==> config.mk <==
export PLATFORM = sky130hd
export DESIGN_NAME = key_filter
export DESIGN_NICKNAME = d
export VERILOG_FILES = /design/src/rtl/key_pkg.sv /design/src/rtl/key_sync_edge.sv /design/src/rtl/key_filter.sv
export SDC_FILE = /design/constraint.sdc
export NUM_CORES = 1
export LEC_CHECK = 0
export BUFFER_PORTS_ARGS = -buffer_cell sky130_fd_sc_hd__buf_2
export CORE_ASPECT_RATIO = 0.5
export CORE_MARGIN = 1.5
export CORE_UTILIZATION = 36
export CTS_CLUSTER_SIZE = 40
export DETAILED_ROUTE_END_ITERATION = 8
export HOLD_SLACK_MARGIN = 0.03
export PLACE_DENSITY = 0.6
export SETUP_SLACK_MARGIN = 0.2
export SYNTH_ARGS = -nofsm -noshare
export SYNTH_HDL_FRONTEND = slang
export SYNTH_HIERARCHICAL = 1
export SYNTH_SLANG_ARGS = --single-unit
export TNS_END_PERCENT = 5
==> constraint.sdc <==
create_clock -name Clk -period 2.05 [get_ports Clk]
set_input_delay 0.5125 -clock Clk [delete_from_list [all_inputs] [get_ports Clk]]
set_output_delay 0.5125 -clock Clk [all_outputs]
set_load 0.01 [all_outputs]
==> src/rtl/key_pkg.sv <==
// Shared types and defaults for the key debounce filter.
// Holds the FSM state encoding and the default debounce window.
package key_pkg;

    // 20 ms at 50 MHz: CNT_MAX + 1 clocks per window
    localparam int CNT_MAX_DEF = 999_999;

    typedef enum logic [1:0] {
        IDLE    = 2'd0,
        FILTER0 = 2'd1,
        DOWN    = 2'd2,
        FILTER1 = 2'd3
    } state_t;

endpackage

==> src/rtl/key_sync_edge.sv <==
// Two-flop synchronizer for the raw key plus a delay flop.
// Produces the synchronized level and its falling/rising edge strobes.
module key_sync_edge (
    input  logic Clk,
    input  logic Rst_n,
    input  logic key_in,
    output logic s2,
    output logic nedge,
    output logic pedge
);

    logic s1;
    logic d;

    // Synchronize key_in and keep one cycle of history; idle level is released
    always_ff @(posedge Clk or negedge Rst_n) begin
        if (!Rst_n) begin
            s1 <= 1'b1;
            s2 <= 1'b1;
            d  <= 1'b1;
        end else begin
            s1 <= key_in;
            s2 <= s1;
            d  <= s2;
        end
    end

    assign nedge = d & ~s2;
    assign pedge = ~d & s2;

endmodule

==> src/rtl/key_filter.sv <==
// Debounces a mechanical key: a level must hold for a full window
// before it is accepted, then a single key_flag pulse is emitted.
module key_filter
    import key_pkg::*;
#(
    parameter int CNT_MAX = CNT_MAX_DEF
) (
    input  logic Clk,
    input  logic Rst_n,
    input  logic key_in,
    output logic key_flag,
    output logic key_state
);

    localparam int CW = $clog2(CNT_MAX + 1);
    localparam logic [CW-1:0] CNT_TOP = CW'(CNT_MAX);

    logic s2;
    logic nedge;
    logic pedge;

    state_t state;
    state_t state_nx;
    logic [CW-1:0] cnt;
    logic [CW-1:0] cnt_nx;
    logic flag_nx;
    logic kstate_nx;

    key_sync_edge u_sync (
        .Clk   (Clk),
        .Rst_n (Rst_n),
        .key_in(key_in),
        .s2    (s2),
        .nedge (nedge),
        .pedge (pedge)
    );

    // State, window counter and registered outputs
    always_ff @(posedge Clk or negedge Rst_n) begin
        if (!Rst_n) begin
            state     <= IDLE;
            cnt       <= '0;
            key_flag  <= 1'b0;
            key_state <= 1'b1;
        end else begin
            state     <= state_nx;
            cnt       <= cnt_nx;
            key_flag  <= flag_nx;
            key_state <= kstate_nx;
        end
    end

    // Next-state: an opposing edge always beats window expiry.
    // On acceptance key_state takes the filtered level, which is s2.
    always_comb begin
        state_nx  = state;
        cnt_nx    = cnt;
        flag_nx   = 1'b0;
        kstate_nx = key_state;
        unique case (state)
            IDLE: begin
                if (nedge) begin
                    state_nx = FILTER0;
                    cnt_nx   = '0;
                end
            end
            FILTER0: begin
                if (pedge) begin
                    state_nx = IDLE;
                    cnt_nx   = '0;
                end else if (cnt == CNT_TOP) begin
                    state_nx  = DOWN;
                    cnt_nx    = '0;
                    flag_nx   = 1'b1;
                    kstate_nx = s2;
                end else begin
                    cnt_nx = cnt + CW'(1);
                end
            end
            DOWN: begin
                if (pedge) begin
                    state_nx = FILTER1;
                    cnt_nx   = '0;
                end
            end
            FILTER1: begin
                if (nedge) begin
                    state_nx = DOWN;
                    cnt_nx   = '0;
                end else if (cnt == CNT_TOP) begin
                    state_nx  = IDLE;
                    cnt_nx    = '0;
                    flag_nx   = 1'b1;
                    kstate_nx = s2;
                end else begin
                    cnt_nx = cnt + CW'(1);
                end
            end
            default: begin
                state_nx = IDLE;
                cnt_nx   = '0;
            end
        endcase
    end

endmodule

==> impl_metrics.prom <==
# TYPE chip_impl_metric gauge
chip_impl_metric{name="final_layout_net_count",unit=""} 163
chip_impl_metric{name="detailedRoute.firstIterationViolations",unit=""} 74
chip_impl_metric{name="postSynthCellCount",unit=""} 143
chip_impl_metric{name="drtAntennaViolNets",unit=""} 0
chip_impl_metric{name="port_buffers",unit=""} 4
chip_impl_metric{name="hpwl",unit="mm"} 2.16
chip_impl_info{name="worst-setup-path-type",value="reg -> reg"} 1
chip_impl_metric{name="worst_ir_drop_on_vdd",unit="uV"} 304
chip_impl_metric{name="global_route.overflow_total",unit=""} 0
chip_impl_metric{name="pwrdens",unit="nW/um2"} 885
chip_impl_info{name="tritoncts",value="done"} 1
chip_impl_metric{name="drive_above_1_share",unit="%"} 25.3
chip_impl_metric{name="area_growth",unit="%"} 17.2
chip_impl_metric{name="cts.path.max_buffers",unit=""} 2
chip_impl_metric{name="power.sequential.fraction",unit="%"} 43.1
chip_impl_metric{name="worst_ep_arrival",unit="ns"} 1.96
chip_impl_info{name="endpoint_kind",value="flip-flop"} 1
chip_impl_metric{name="num_vias",unit=""} 1118
chip_impl_metric{name="io_pins",unit=""} 5
chip_impl_metric{name="synth_nets",unit=""} 147
chip_impl_metric{name="grt_start_max_net_pins",unit=""} 28
chip_impl_metric{name="timing_hold_violations_final",unit=""} 0
chip_impl_info{name="synthDominantAreaCellType",value="sky130_fd_sc_hd__dfrtp_1"} 1
chip_impl_metric{name="core_area",unit="um2"} 3600
chip_impl_info{name="ctsRootBufferMaster",value="sky130_fd_sc_hd__clkbuf_8"} 1
chip_impl_metric{name="routed_via_density",unit=""} 5.35
chip_impl_metric{name="timing.critical_path.fanout_max",unit=""} 5
chip_impl_info{name="min_path_type",value="in -> async"} 1
chip_impl_metric{name="die_width",unit="um"} 92.0
chip_impl_metric{name="first_pass_iters",unit=""} 4
chip_impl_metric{name="pint",unit="mW"} 0.959
chip_impl_metric{name="final_critical_delay_including_setup_and_external_delays",unit="ns"} 1.79
chip_impl_metric{name="p_clk_share",unit="%"} 21.4
chip_impl_metric{name="grt_pass1_vias",unit=""} 996
chip_impl_metric{name="clkSinkCount",unit=""} 27
chip_impl_info{name="ys_top_cells_by_area",value="sky130_fd_sc_hd__dfrtp_1 40%, sky130_fd_sc_hd__dfstp_2 7.4%, sky130_fd_sc_hd__nand2_1 3.7%, sky130_fd_sc_hd__nor2_1 3.4%, sky130_fd_sc_hd__a21oi_1 3.2%"} 1
chip_impl_metric{name="critical_path_required",unit="ns"} 2.22
chip_impl_metric{name="synth.ff_latch_count",unit=""} 27
chip_impl_metric{name="die_outline_height",unit="um"} 47.5
chip_impl_metric{name="power.share.switching",unit="%"} 35.1
chip_impl_metric{name="routabilityCongestion",unit=""} 0.774
chip_impl_metric{name="initial_core_util",unit="%"} 39.6
chip_impl_metric{name="design.die.area",unit="um2"} 4370
chip_impl_metric{name="count_of_h_tree_levels_built_during_cts",unit=""} 1
chip_impl_metric{name="synth-edff-count",unit=""} 0
chip_impl_info{name="critPathLaunchType",value="flip-flop"} 1
chip_impl_info{name="final_common_cell",value="sky130_fd_sc_hd__dfrtp_1"} 1
chip_impl_info{name="synth_flop_cell",value="sky130_fd_sc_hd__dfrtp_1"} 1
chip_impl_metric{name="share_comb_of_total_power",unit="%"} 35.5
chip_impl_metric{name="gr-usage-all-layers",unit="%"} 15.8
chip_impl_metric{name="drv_cap",unit=""} 0
chip_impl_metric{name="synthesis.area_per_instance",unit="um2"} 9.97
chip_impl_metric{name="setup_viol",unit=""} 0
chip_impl_metric{name="switchingPower",unit="mW"} 0.520
chip_impl_metric{name="achievable-frequency",unit="GHz"} 0.559
chip_impl_metric{name="synth.yosys.warnings",unit=""} 6
chip_impl_metric{name="drt_wl_total",unit="mm"} 3.11
chip_impl_metric{name="cts_made_buffers",unit=""} 3
chip_impl_metric{name="antenna_cells_inserted",unit=""} 0
chip_impl_metric{name="clk_latency",unit="ns"} 0.28
chip_impl_metric{name="cellLeakagePower",unit="nW"} 0.710
chip_impl_metric{name="netlist_area",unit="um2"} 1430
chip_impl_info{name="run_status",value="complete, no violations"} 1
chip_impl_metric{name="worst_margin_pin_slew",unit="ns"} 0.607
chip_impl_metric{name="postSynth.asyncResetShare",unit="%"} 100
chip_impl_metric{name="timing.clock.skew",unit="ns"} 0.00310
chip_impl_metric{name="hold_buffers",unit=""} 0
chip_impl_metric{name="wl_per_cell",unit="um"} 14.9
chip_impl_metric{name="cts.clk_slew.worst_paths",unit="ns"} 0.10
chip_impl_metric{name="synth_top_cell_area_share",unit="%"} 40.4
chip_impl_metric{name="final.period_utilization",unit="%"} 87.3
chip_impl_metric{name="global_route_wire_length_before_repair",unit="mm"} 5.15
chip_impl_metric{name="slew_violations",unit=""} 0
chip_impl_metric{name="seq_area_frac_synth",unit="%"} 47.7
chip_impl_metric{name="antenna_violations_before_repair",unit=""} 0
chip_impl_metric{name="dpl.cell_count",unit=""} 201
chip_impl_metric{name="num_rows",unit=""} 15
chip_impl_info{name="grt_setup_unrepaired",value="true"} 1
chip_impl_metric{name="timing.setup.tns",unit="ns"} 0
chip_impl_metric{name="synth.distinct_cells",unit=""} 46
chip_impl_info{name="layout.cells.most_common_list",value="23 x sky130_fd_sc_hd__dfrtp_1, 14 x sky130_fd_sc_hd__nand2_1, 11 x sky130_fd_sc_hd__nor2_1, 10 x sky130_fd_sc_hd__buf_4, 9 x sky130_fd_sc_hd__a21oi_1"} 1
chip_impl_metric{name="finished_layout_cells",unit=""} 209
chip_impl_metric{name="slew_headroom",unit="%"} 59.5
chip_impl_metric{name="drc",unit=""} 0
-- per-stage QoR --
step                cell area [um2]  utilization, %  power [mW]  hold WS, ns  worst slack, ns
global route                   1670            46.4        1.58        0.287            0.165
global placement               1540            42.6        1.08        0.346            0.184
floorplan                      1430               -       0.947        0.217            0.364
detailed placement             1540            42.6        1.08        0.348            0.149
CTS                            1600            44.4        1.43        0.256            0.193
finish                         1670            46.4        1.48        0.231            0.261
-- state kept, by name, indices dropped and copies added (netlist names) --
name / count
u_sync/s1: 1
u_sync/s2: 1
u_sync/d: 1
state: 2
key_flag: 1
cnt: 20
key_state: 1
-- cells by family (layout without fill, tap and decap cells) --
| kind of cell | count (synthesis) | count (layout) | share of synthesized area, % |
|---|---|---|---|
| compound gates | 40 | 40 | 19.5 |
| mux | 2 | 2 | 1.49 |
| simple gates | 60 | 60 | 24.7 |
| fa+ha+maj | 1 | 1 | 0.877 |
| flops | 27 | 27 | 47.7 |
| buf+inv | 9 | 24 | 3.25 |
| xor+xnor | 4 | 4 | 2.46 |
-- final cells by class --
class	count	area, um2
fillers	342	1930
clock buffers	3	41.3
flip-flops and latches	27	681
multi-input cells	107	749
well taps	51	63.8
inverters	5	18.8
repair buffers	15	110
clock inverters	1	7.51
-- cells in the mapped netlist (2+ instances only) --
cell type,n
sky130_fd_sc_hd__dfrtp_1,23
sky130_fd_sc_hd__nand2_1,14
sky130_fd_sc_hd__nor2_1,13
sky130_fd_sc_hd__a21oi_1,9
sky130_fd_sc_hd__a31oi_1,7
sky130_fd_sc_hd__nand3_1,6
sky130_fd_sc_hd__inv_1,5
sky130_fd_sc_hd__dfstp_2,4
sky130_fd_sc_hd__nand2b_1,4
sky130_fd_sc_hd__nand4_1,4
sky130_fd_sc_hd__o21ai_0,4
sky130_fd_sc_hd__a21o_1,3
sky130_fd_sc_hd__and4_1,3
sky130_fd_sc_hd__nor2b_1,3
sky130_fd_sc_hd__o22ai_1,3
sky130_fd_sc_hd__a22o_1,2
sky130_fd_sc_hd__a41oi_1,2
sky130_fd_sc_hd__and3_1,2
sky130_fd_sc_hd__nor4b_1,2
sky130_fd_sc_hd__o31ai_1,2
sky130_fd_sc_hd__xnor2_1,2
sky130_fd_sc_hd__xor2_1,2
-- power groups by stage --
| stage | clock network, mW | logic, mW | registers, mW |
|---|---|---|---|
| after detailed placement | 0 | 0.427 | 0.652 |
| final | 0.316 | 0.526 | 0.637 |
| after CTS | 0.331 | 0.470 | 0.630 |
| after floorplan | 0 | 0.309 | 0.638 |
| after global routing | 0.346 | 0.591 | 0.648 |
| after global placement | 0 | 0.425 | 0.653 |
-- worst max-delay path, cell delays in order (launching register included) --
cell,delay [ns]
sky130_fd_sc_hd__dfstp_2,0.53
sky130_fd_sc_hd__and2b_2,0.27
sky130_fd_sc_hd__a211oi_4,0.39
sky130_fd_sc_hd__and4bb_2,0.29
sky130_fd_sc_hd__xnor2_1,0.15
sky130_fd_sc_hd__nor2_1,0.06
-- per-layer routing --
metal  track usage [%]  share of wire [%]  vias to the layer above
li1                  -                  -                      563
met1              23.5                 55                      528
met2              23.3                 41                       27
met3              3.81                4.1                        0
met4              3.69                  0                        0
met5                 0                  0                        -
-- worst paths after layout --
kind | depth (start not counted) | slack, ns | start | to
setup / recovery | 5 | 0.26 | u_sync/d$_DFF_PN1_ | cnt[12]$_DFFE_PN0P_
hold / removal | 1 | 0.23 | Rst_n | cnt[12]$_DFFE_PN0P_
setup reg to reg | 5 | 0.26 | u_sync/d$_DFF_PN1_ | cnt[12]$_DFFE_PN0P_
hold reg to reg | 0 | 0.36 | u_sync/s1$_DFF_PN1_ | u_sync/s2$_DFF_PN1_
max in group asynchronous | 1 | 1.42 | Rst_n | cnt[16]$_DFFE_PN0P_
min in group Clk | 1 | 0.32 | key_in | u_sync/s1$_DFF_PN1_
-- timing repair --
item	CTS	global route
buffers inserted	2	2
resized for setup	1	12
setup endpoints to repair	10	14
pin swaps	1	1
(Power assumes the default switching activity.)
